==> config.mk <==
export PLATFORM = sky130hd
export DESIGN_NAME = dmc_dma_responder_flat
export DESIGN_NICKNAME = d
export VERILOG_FILES = /design/src/rtl/dmc_dma_responder_pkg.sv /design/src/rtl/dmc_dma_responder_if.sv /design/src/rtl/dmc_dma_responder_oam_dma_seq.sv /design/src/rtl/dmc_dma_responder.sv /design/src/flat_wrapper.sv
export SDC_FILE = /design/constraint.sdc
export NUM_CORES = 1
export LEC_CHECK = 0
export CAP_MARGIN = 0
export CORE_MARGIN = 2
export CORE_UTILIZATION = 38
export DETAILED_ROUTE_END_ITERATION = 10
export GPL_ROUTABILITY_DRIVEN = 0
export PLACE_DENSITY_LB_ADDON = 0.3
export SYNTH_ARGS = -nofsm -noshare
export SYNTH_HDL_FRONTEND = slang
export SYNTH_HIERARCHICAL = 1
export SYNTH_SLANG_ARGS = --single-unit
==> constraint.sdc <==
create_clock -name clk -period 2.05 [get_ports clk]
set_input_delay 0.205 -clock clk [delete_from_list [all_inputs] [get_ports clk]]
set_output_delay 0.205 -clock clk [all_outputs]
set_load 0.02 [all_outputs]
==> src/rtl/dmc_dma_responder_pkg.sv <==
// nes_apu: DMA responder state encoding, OAM DMA address defaults and CPU cycle parity codes
package nes_apu;
  typedef enum logic [2:0] {IDLE, HALT, ALIGN, DMC_RD, OAM_RD, OAM_WR} dma_state_t;
  localparam logic [15:0] OAM_PORT_DEF = 16'h2004;
  localparam logic [15:0] OAM_TRIGGER_DEF = 16'h4014;
  localparam logic PARITY_GET = 1'b0;
  localparam logic PARITY_PUT = 1'b1;
endpackage

==> src/rtl/dmc_dma_responder_if.sv <==
// dmc_dma_responder_if: DMA-side memory bus; master drives mem_addr/mem_rd/mem_wr/mem_dout, slave returns mem_din
interface dmc_dma_responder_if;
  logic [15:0] mem_addr;
  logic mem_rd;
  logic mem_wr;
  logic [7:0] mem_dout;
  logic [7:0] mem_din;
  modport master(output mem_addr, mem_rd, mem_wr, mem_dout, input mem_din);
  modport slave(input mem_addr, mem_rd, mem_wr, mem_dout, output mem_din);
endinterface

==> src/rtl/dmc_dma_responder_oam_dma_seq.sv <==
// oam_dma_seq: OAM DMA pending flag, page/index counter and fetched-byte latch (trig/rd_done/wr_done in; pend/held/last/page/index/data out)
module oam_dma_seq (
  input  logic       clk,
  input  logic       reset,
  input  logic       trig,
  input  logic       rd_done,
  input  logic       wr_done,
  input  logic [7:0] din,
  input  logic [7:0] mem_din,
  output logic       pend,
  output logic       held,
  output logic       last,
  output logic [7:0] page,
  output logic [7:0] index,
  output logic [7:0] data
);
  assign last = index == 8'hff;
  always_ff @(posedge clk or negedge reset)
    if (!reset) begin
      pend <= 1'b0;
      held <= 1'b0;
      page <= 8'h00;
      index <= 8'h00;
      data <= 8'h00;
    end else begin
      if (wr_done) begin
        index <= index + 8'd1;
        held <= 1'b0;
        if (last) pend <= 1'b0;
      end else if (trig && !pend) begin
        pend <= 1'b1;
        page <= din;
        index <= 8'h00;
      end
      if (rd_done) begin
        held <= 1'b1;
        data <= mem_din;
      end
    end
endmodule

==> src/rtl/dmc_dma_responder.sv <==
// dmc_dma_responder: halts the CPU and steals bus cycles for DMC sample fetches (dmc_req/dmc_ack/dmc_data) and OAM DMA (write to OAM_TRIGGER), driving the mem bus
module dmc_dma_responder import nes_apu::*; #(
  parameter logic [15:0] OAM_PORT = OAM_PORT_DEF,
  parameter logic [15:0] OAM_TRIGGER = OAM_TRIGGER_DEF
) (
  input  logic                       clk,
  input  logic                       reset,
  input  logic                       ce,
  input  logic                       odd_or_even,
  input  logic                       cpu_rnw,
  input  logic [15:0]                cpu_addr,
  input  logic [7:0]                 cpu_din,
  input  logic                       cpu_mw,
  input  logic                       dmc_req,
  input  logic [15:0]                dmc_addr,
  output logic                       dmc_ack,
  output logic [7:0]                 dmc_data,
  output logic                       cpu_pause,
  output logic                       dma_busy,
  dmc_dma_responder_if.master        mem
);
  dma_state_t state;
  dma_state_t go;
  logic pend;
  logic held;
  logic last;
  logic [7:0] page;
  logic [7:0] index;
  logic [7:0] oam_byte;
  oam_dma_seq u_seq (
    .clk(clk),
    .reset(reset),
    .trig(ce && cpu_mw && cpu_addr == OAM_TRIGGER),
    .rd_done(ce && state == OAM_RD),
    .wr_done(ce && state == OAM_WR),
    .din(cpu_din),
    .mem_din(mem.mem_din),
    .pend(pend),
    .held(held),
    .last(last),
    .page(page),
    .index(index),
    .data(oam_byte)
  );
  // Reads must land on get cycles, so leave HALT/ALIGN only from a put cycle; a dropped request aborts to IDLE
  assign go = !(dmc_req || pend) ? IDLE : odd_or_even != PARITY_PUT ? ALIGN : dmc_req ? DMC_RD : OAM_RD;
  assign cpu_pause = state != IDLE;
  assign dma_busy = state != IDLE;
  assign mem.mem_rd = state == DMC_RD || state == OAM_RD;
  assign mem.mem_wr = state == OAM_WR;
  assign mem.mem_dout = state == OAM_WR ? oam_byte : 8'h00;
  assign mem.mem_addr = state == DMC_RD ? dmc_addr : state == OAM_RD ? {page, index} : state == OAM_WR ? OAM_PORT : 16'h0000;
  always_ff @(posedge clk or negedge reset)
    if (!reset) begin
      state <= IDLE;
      dmc_ack <= 1'b0;
      dmc_data <= 8'h00;
    end else if (ce) begin
      dmc_ack <= state == DMC_RD;
      if (state == DMC_RD) dmc_data <= mem.mem_din;
      case (state)
        IDLE:    if (dmc_req || pend) state <= HALT;
        HALT:    if (cpu_rnw || go == IDLE) state <= go;
        ALIGN:   state <= go;
        DMC_RD:  state <= held ? OAM_WR : pend ? ALIGN : IDLE;
        OAM_RD:  state <= OAM_WR;
        OAM_WR:  state <= last ? (dmc_req ? ALIGN : IDLE) : dmc_req ? DMC_RD : OAM_RD;
        default: state <= IDLE;
      endcase
    end
endmodule

==> src/flat_wrapper.sv <==
// flat-port wrapper written by rule: the top's interface ports become plain ports
module dmc_dma_responder_flat import nes_apu::*;
#(
  parameter logic [15:0] OAM_PORT = OAM_PORT_DEF,
  parameter logic [15:0] OAM_TRIGGER = OAM_TRIGGER_DEF
)
  (clk, reset, ce, odd_or_even, cpu_rnw, cpu_addr, cpu_din, cpu_mw, dmc_req, dmc_addr, dmc_ack, dmc_data, cpu_pause, dma_busy, mem_mem_addr, mem_mem_rd, mem_mem_wr, mem_mem_dout, mem_mem_din);
  dmc_dma_responder_if mem_i ();
  input  logic clk;
  input  logic reset;
  input  logic ce;
  input  logic odd_or_even;
  input  logic cpu_rnw;
  input  logic [15:0] cpu_addr;
  input  logic [7:0] cpu_din;
  input  logic cpu_mw;
  input  logic dmc_req;
  input  logic [15:0] dmc_addr;
  output logic dmc_ack;
  output logic [7:0] dmc_data;
  output logic cpu_pause;
  output logic dma_busy;
  output wire logic [$bits(mem_i.mem_addr)-1:0] mem_mem_addr;
  output wire logic [$bits(mem_i.mem_rd)-1:0] mem_mem_rd;
  output wire logic [$bits(mem_i.mem_wr)-1:0] mem_mem_wr;
  output wire logic [$bits(mem_i.mem_dout)-1:0] mem_mem_dout;
  input wire logic [$bits(mem_i.mem_din)-1:0] mem_mem_din;
  assign mem_mem_addr = mem_i.mem_addr;
  assign mem_mem_rd = mem_i.mem_rd;
  assign mem_mem_wr = mem_i.mem_wr;
  assign mem_mem_dout = mem_i.mem_dout;
  assign mem_i.mem_din = mem_mem_din;
  dmc_dma_responder #(.OAM_PORT(OAM_PORT), .OAM_TRIGGER(OAM_TRIGGER)) u_core (.clk(clk), .reset(reset), .ce(ce), .odd_or_even(odd_or_even), .cpu_rnw(cpu_rnw), .cpu_addr(cpu_addr), .cpu_din(cpu_din), .cpu_mw(cpu_mw), .dmc_req(dmc_req), .dmc_addr(dmc_addr), .dmc_ack(dmc_ack), .dmc_data(dmc_data), .cpu_pause(cpu_pause), .dma_busy(dma_busy), .mem(mem_i));
endmodule
# ---- Word-level counts from Yosys, hierarchy flattened
# Cells that the tools add are included.
dict set report op_classes {
  add_sub_neg 1
  eq_ne 10
  n_mux 21
  n_bitwise 1
  n_reduce_logical 18
}
# cell n
set ops {}
lappend ops {{$mux W16} 2}
lappend ops {{$mux W8} 3}
lappend ops {{$mux W3} 7}
lappend ops {{$pmux W3 S6} 1}
lappend ops {{$eq A16 B15 Y1 const B} 1}
lappend ops {{$mux W14} 1}
lappend ops {{$add A8 B1 Y8 const B} 1}
lappend ops {{$eq A8 B8 Y1 const B} 1}
lappend ops {{$eq A3 B2 Y1 const B} 2}
lappend ops {{$eq A3 B3 Y1 const B} 2}
lappend ops {{$logic_not A3 Y1} 2}
lappend ops {{$ne A2 B1 Y1 const B} 3}
lappend ops {{$reduce_and A2 Y1} 3}
lappend ops {{$logic_and A1 B1 Y1} 5}
lappend ops {{$mux W1} 5}
lappend ops {{$mux W2} 2}
lappend ops {{$reduce_bool A2 Y1} 2}
lappend ops {{$eq A3 B1 Y1 const B} 1}
lappend ops {{$logic_or A1 B1 Y1} 3}
lappend ops {{$reduce_and A3 Y1} 1}
lappend ops {{$reduce_bool A3 Y1} 1}
lappend ops {{$logic_not A1 Y1} 1}
lappend ops {{$not A1 Y1} 1}
dict set report word_totals {
  reg_bits 38
  input_bits 55
  output_inout_bits 37
  elab_cells 59
}

# ---- Longest topological paths before layout
# Gate-level depths: netlist (run 1).
dict set report logic_depth {
  depth_word 7
  mapped_depth 10
  ltp_nobuf 6
}

# ---- Cells and area by module
# The synthesis (run 1) kept the hierarchy.
# mod n_inst cells_each area_per_inst_um2 seq_area_each_um2
set by_module_without_submodules {}
lappend by_module_without_submodules {oam_dma_seq 1 80 1096.1 650.6}
lappend by_module_without_submodules {dmc_dma_responder 1 101 947.2 300.3}

# ---- Worst setup path before layout (run 1)
# OpenSTA, ideal clock, no wires.
dict set report synth_path {
  kind {register -> register}
  from {register u_core.state[2]}
  to {register u_core.u_seq.page[3]}
  setup_time_ps 125
  arrival_ps 2142
  required_time_ps 1925
  path_slack_ps -217
  path_stages_with_launch 10
  n_path_buf 5
  period_less_slack_ps 2267
  cell_sequence {dfrtp_1 buf_6 and3b_1 clkbuf_1 and2_1 buf_6 or3b_4 buf_6 buf_12 mux2_4}
}
dict set report synth_via {
  elab_chain_cells 4
}
# item line_no
set synth_lines {}
lappend synth_lines {{from (decl)} dmc_dma_responder.sv:22} ;# dma_state_t state;
lappend synth_lines {{from (signal assigned)} dmc_dma_responder.sv:63} ;# HALT: if (cpu_rnw || go == IDLE) state <= go;
lappend synth_lines {{from (signal assigned)} dmc_dma_responder.sv:64} ;# ALIGN: state <= go;
lappend synth_lines {{from (signal assigned)} dmc_dma_responder.sv:65} ;# DMC_RD: state <= held ? OAM_WR : pend ? ALIGN : IDLE;
lappend synth_lines {{$eq A3 B3 Y1} -}
lappend synth_lines {{net mem_mem_wr} flat_wrapper.sv:25} ;# output wire logic [$bits(mem_i.mem_wr)-1:0] mem_mem_wr;
lappend synth_lines {{$logic_and A1 B1 Y1} dmc_dma_responder.sv:35} ;# .wr_done(ce && state == OAM_WR),
lappend synth_lines {{$not A1 Y1 (no line)} -}
lappend synth_lines {{$reduce_and A2 Y1 (no line)} -}
lappend synth_lines {{to (signal assigned)} dmc_dma_responder_oam_dma_seq.sv:32} ;# page <= din;
lappend synth_lines {{to (decl)} dmc_dma_responder_oam_dma_seq.sv:13} ;# output logic [7:0] page,
# The timed path passes the listed nets, and every way through them passes these cells.
# A chain may end at the register's enable or synchronous reset.

# ---- Final worst setup path (run 1)
dict set report layout_path {
  from {input cpu_addr[10]}
  to {register u_core.u_seq.page[5]}
}
dict set report layout_via {
  elab_chain_cells 4
}
# item line_no
set layout_lines {}
lappend layout_lines {{from (decl)} flat_wrapper.sv:14} ;# input logic [15:0] cpu_addr;
lappend layout_lines {{$eq A16 B15 Y1} dmc_dma_responder.sv:33} ;# .trig(ce && cpu_mw && cpu_addr == OAM_TRIGGER),
lappend layout_lines {{$logic_and A1 B1 Y1} dmc_dma_responder.sv:33}
lappend layout_lines {{$logic_and A1 B1 Y1} dmc_dma_responder_oam_dma_seq.sv:30} ;# end else if (trig && !pend) begin
lappend layout_lines {{$reduce_and A2 Y1 (no line)} -}
# No other way between the ends.

==> flow_summary.toml, run 1 <==
[cells_and_area]
layout_commonest_cell = "clkdlybuf4s50_1"
antennaDiodeCount = 0
final_cell_mix = "clkdlybuf4s50_1 (56), dfrtp_1 (37), mux2_2 (21)"
nets = 337
final-instance-count-excl-fill = 350
drive_gt1_frac = 0.229
area_growth_pct = 54.7

[worst_setup_path]
cp-endpoint = "u_core/u_seq/page[5]"
critical_path_class = "primary input to flop"
rr_startpoint = "u_core/state[1]"
cp_max_fo = 7
cp_cell_sequence = "clkdlybuf4s50_1 -> or4_4 -> nor4_4 -> or3b_4 -> mux2_4"
reg2regPathDepth = 5
r2r_end = "u_core/u_seq/data[4]"
crit_start = "cpu_addr[10]"
crit_path_start_kind = "primary input"
crit_path_end_kind = "flop"
crit_path_max_incr_delay_ns = 0.51
cpMaxStageDelayCell = "or3b_4"
worstPathRequired_ns = 2.22
reg2reg_slack_ns = 0.15
cp.arrival_ns = 2.17

[yosys]
netlist_area_sq_mm = 0.00204
ys_types = 43
synth_top_area_cell = "dfrtp_1"
async_flop_share = 1.00
synth_top_cell_area_share = 0.465
synth-seq-area-share = 0.465
ys.flop_type = "dfrtp_1"
avgSynthCellArea_sq_um = 11.3
yosysWarnings = 6
ys_ff_latch = 38
synth_area_leaders = "dfrtp_1 (47%), mux2_2 (12%), a22o_1 (6.0%)"
synth_nets = 237
synthCells = 181
synth_edf_count = 0

[floorplan]
start_util = 0.398
rows = 26
die_x_um = 77.3
ios = 92
die_y_um = 77.3
core_area_sq_mm = 0.00514
fp.dieArea_sq_mm = 0.00598

[drt]
wirelength_um = 5320
via_count = 1815
drc = 0
drtAntennaViolNets = 0
dr.pass1.iters = 4
detail_route.wl_per_cell_um = 15.2
drt_iter0_drc = 185
viasPerCell = 5.19

[clock_tree]
cts.sinks = 38
tritoncts = "done"
cts-root-buf = "clkbuf_8"
insertion_delay_ns = 0.28
cts_buffer_depth = 2
cts_buffers = 5
cts_hold_buffers = 0
clk_pin_slew_ns = 0.07
cts_max_level = 2

[timing]
setup_viol = 0
rsz0062_at_grt = "yes"
clock_skew_ns = 0.00410
fin_crit_ns = 2.00
max_freq_ghz = 0.499
maxSlewHeadroom = 0.447
tightest_slew_ns = 0.830
finalHoldViolations = 0
drv_slew = 0
hold_slack_ns = 0.0146
fin_crit_sh = 0.977

[grt]
track_usage = 0.184
grt_overflow = 0
grt_pass1_vias = 1742
grt_pass1_wl_um = 8650
grt_max_degree = 39
antenna_found_initial = 0

[run]
cap_violations = 0

[placement]
io_buffers = 91
hpwl_um = 3720
dp_cells = 338

[min_path]
min_path_type = "primary input to asynchronous set/reset pin"

[power]
power_mw = 3.44
cellPowerDensity_mw_per_mm2 = 1090
p_leak_nw = 1.56
irDropWorstVdd_uv = 607

[run_status]
outcome = "completed"
## cell type report
class | instances | area (sq um)
Clock buffer | 6 | 82.6
Fill cell | 453 | 1980
Inverter | 3 | 11.3
Multi-Input combinational cell | 129 | 1020
Sequential cell | 38 | 952
Tap cell | 70 | 87.6
Timing Repair Buffer | 104 | 1010
## cells in the mapped netlist, drive strengths merged (3+ instances only)
master / number
dfrtp: 38
nor2: 9
o31ai: 3
nand2b: 3
a22o: 14
mux2: 25
inv: 3
nand3: 8
o21ai: 9
nand4: 3
nand2: 10
o211ai: 5
and2: 11
nor4: 3
buf: 11
## stage by stage
stage / setup WS (ns) / setup TNS (ns) / area, sq um / util
floorplan: -0.0383 / -0.153 / 2060 / -
global placement: -0.293 / -3.32 / 3010 / 0.586
detailed placement: -0.355 / -4.25 / 3010 / 0.586
CTS: 0.0169 / 0 / 3130 / 0.610
global route: -0.00211 / -0.00211 / 3160 / 0.615
finish: 0.0467 / 0 / 3160 / 0.615
## routing by layer
metal  vias to the layer above  routed length [um]  GRT usage
met5                         -                   0          0
met3                         6                 333     0.0459
li1                        868                   -          -
met4                         0                  57     0.0482
met1                       871                2390      0.251
met2                        70                2530      0.291
## cell families (layout without fill, tap and decap cells)
logic type / Yosys count / count (layout) / synth area share
DFF: 38 / 38 / 0.465
AOI/OAI and AO/OA: 40 / 40 / 0.146
xor gates and xnor gates: 2 / 2 / 0.00857
buffers and inverters: 16 / 113 / 0.0612
muxes: 26 / 26 / 0.150
and+or+nand+nor: 58 / 60 / 0.163
adders and majority gates: 1 / 1 / 0.00612
## registers in the layout (all words and copies together), names as in the netlist
name / cells
u_core/u_seq/pend: 1
u_core/u_seq/index: 8
u_core/u_seq/data: 8
u_core/state: 3
u_core/dmc_ack: 1
u_core/dmc_data: 8
u_core/u_seq/page: 8
u_core/u_seq/held: 1
## critical path: cells and delay by family
| kind | cells | cell delay [ns] |
|---|---|---|
| multiplexers | 1 | 0.32 |
| AND/OR/NAND/NOR | 3 | 1.23 |
| buffers and inverters | 1 | 0.42 |
## timing repair
item | CTS | global route
setup endpoints to repair | 34 | 25
resized for setup | 31 | 23
buffers inserted | 3 | 1
cloned | 2 | 0
pin swaps | 4 | 2
## worst min path at each step
stage	depth (start not counted)	slack, ns	startpoint	to
4_1_cts	1	0.05	reset	u_core/u_seq/page[2]
5_1_grt	1	0.08	reset	u_core/u_seq/page[6]
3_5_place_dp	1	0.36	reset	u_core/u_seq/page[2]
2_1_floorplan	0	-0.09	reset	u_core/dmc_ack
6_report	1	0.01	reset	u_core/u_seq/page[2]
3_3_place_gp	1	0.36	reset	u_core/u_seq/page[2]
## report_power, final
part	total (mW)	switching [mW]	internal (mW)	leakage [nW]
sequential	1.16	0.180	0.984	0.482
clock	0.503	0.243	0.259	0.0431
combinational	1.77	0.838	0.931	1.03
total	3.44	1.26	2.17	1.56
(Power assumes the default switching activity.)
==> run 2, diff against run 1 <==
Settings changed: ABC_AREA set to 0, ABC_CLOCK_PERIOD_IN_PS set to 2050.
==> results of run 2 <==
Same layout as run 1: the final DEF is identical, and so are final timing and power.
==> run 3, diff against run 2 <==
Settings changed: ABC_CLOCK_PERIOD_IN_PS 2050 to 2400, CORE_UTILIZATION 38 to 45, PLACE_DENSITY_LB_ADDON 0.3 to 0.12.
Clock period 2.05 ns to 2.4 ns, I/O delays scaled along.
==> run 3 against run 2 <==
Sequential share of layout area up 0.82 points; design area down 2.7%; via count down 4.0%; critical path depth unchanged; clock power down 8.2%; non-clock buffer count down 7; clock skew up 0.0047 ns; critical path type is now flop to output pin; critical endpoint is now mem_mem_addr[7]; largest cell class unchanged; highest routed layer unchanged.
==> flow_summary.toml, run 3 (synthesized netlist as in run 1, its figures left out) <==
[drt]
viasPerCell = 5.36
via_count = 1743
drtAntennaViolNets = 0
detail_route.wl_per_cell_um = 15.9
wirelength_um = 5170
drc = 0
drt_iter0_drc = 109
dr.pass1.iters = 4

[floorplan]
core_area_sq_mm = 0.00435
fp.dieArea_sq_mm = 0.00510
die_y_um = 71.4
start_util = 0.469
die_x_um = 71.4
rows = 24
ios = 92

[worst_setup_path]
worstPathRequired_ns = 2.16
crit_path_end_kind = "output pin"
cp.arrival_ns = 2.08
critical_path_class = "flop to output pin"
cp_max_fo = 15
crit_path_start_kind = "flop"

[timing]
drv_slew = 0
clock_skew_ns = 0.00882
hold_slack_ns = 0.0520
finalHoldViolations = 0
setup_viol = 0
max_freq_ghz = 0.432
fin_crit_sh = 0.965
tns_ns = 0
rsz0062_at_grt = "no"
tightest_slew_ns = 0.846
fin_crit_ns = 2.32
maxSlewHeadroom = 0.436

[placement]
io_buffers = 91
hpwl_um = 3710

[cells_and_area]
drive_gt1_frac = 0.183
antennaDiodeCount = 0
fillers = 336
nets = 328
area_growth_pct = 50.6
layout_commonest_cell = "clkdlybuf4s50_1"
final_cell_mix = "clkdlybuf4s50_1 (86), dfrtp_1 (37), mux2_2 (21)"

[grt]
grt_pass1_vias = 1720
top_usage_layer = "met2"
antenna_found_initial = 0
gr-usage-met1 = 0.271
grt_use_met2 = 0.338
track_usage = 0.203
grt_overflow = 0
grt_pass1_wl_um = 8200
grt_util_met3 = 0.0436
grt_max_degree = 39

[clock_tree]
cts_buffer_depth = 2
insertion_delay_ns = 0.29
clk_pin_slew_ns = 0.08
cts_max_level = 2
cts_hold_buffers = 0
tritoncts = "done"
cts_buffers = 5
cts.sinks = 38
cts-root-buf = "clkbuf_8"

[power]
p_leak_nw = 1.33
cellPowerDensity_mw_per_mm2 = 953
irDropWorstVdd_uv = 775

[run_status]
outcome = "completed"

[run]
cap_violations = 0

[min_path]
min_path_type = "primary input to asynchronous set/reset pin"
==> run 3: changes by cell type in the layout (fill, tap and decap cells not counted), sizes merged <==
cell / change
dlygate4sd2: -15
clkbuf: -4
clkdlybuf4s15: -3
clkinv: +1
buf: -7
dlymetal6s2s: -8
clkinvlp: +1
or3b: -1
and3b: -1
clkdlybuf4s50: +30
==> run 3: final cells by class <==
type,instances,area [sq um],share of cell area
clock buffer,6,82.6,0.0268
clock inverter,2,12.5,0.00407
inverter,3,11.3,0.00366
multi-input combinational,127,980,0.318
sequential,38,952,0.309
tap,52,65.1,0.0211
timing repair buffer,97,973,0.316
==> run 3: worst max-delay path, cell delays in order, from the launching register on <==
cell,delay [ns]
dfrtp_1,0.48
nand2b_2,0.27
nor2_4,0.16
buf_12,0.15
a22o_1,0.13
clkdlybuf4s50_1,0.60
==> run 3: worst paths after layout <==
kind                            slack (ns)  cells after the start                  from                    end
worst max register to register        0.31                      4       u_core/state[1]   u_core/u_seq/page[5]
min in group clk                      0.50                      1  u_core/u_seq/data[6]   u_core/u_seq/data[6]
worst max-delay path                  0.08                      5       u_core/state[1]        mem_mem_addr[7]
worst min-delay path                  0.05                      1                 reset  u_core/u_seq/index[6]
max in group asynchronous             1.77                      1                 reset        u_core/state[2]
worst min register to register        0.50                      1  u_core/u_seq/data[6]   u_core/u_seq/data[6]
==> run 3: layer usage <==
| layer | routed length (um) | vias up |
|---|---|---|
| met1 | 2210 | 847 |
| li1 | - | 843 |
| met3 | 235 | 7 |
| met2 | 2670 | 46 |
| met5 | 0 | - |
| met4 | 55 | 0 |
==> run 3: timing repair <==
| action | in CTS | in global routing |
|---|---|---|
| pin swaps | 1 | 0 |
| setup endpoints to repair | 14 | 21 |
| resized for setup | 0 | 9 |
| buffers inserted | 2 | 0 |
==> run 3: where the power goes <==
| group | switching (mW) | total, mW | internal, mW |
|---|---|---|---|
| registers | 0.163 | 1.00 | 0.840 |
| clock network | 0.231 | 0.462 | 0.231 |
| logic | 0.683 | 1.47 | 0.785 |
| total | 1.08 | 2.93 | 1.86 |
==> run 3: per-stage QoR <==
step           cell area, sq um  power [mW]  instances  setup WS, ns   util
2_1_floorplan              2040        1.87        181         0.133      -
3_3_place_gp               2930        2.40        315        -0.181  0.673
3_5_place_dp               2930        2.43        315        -0.219  0.673
4_1_cts                    3050        2.93        325        0.0204  0.701
5_1_grt                    3080        3.09        325       0.00653  0.707
6_report                   3080        2.93        325        0.0830  0.707
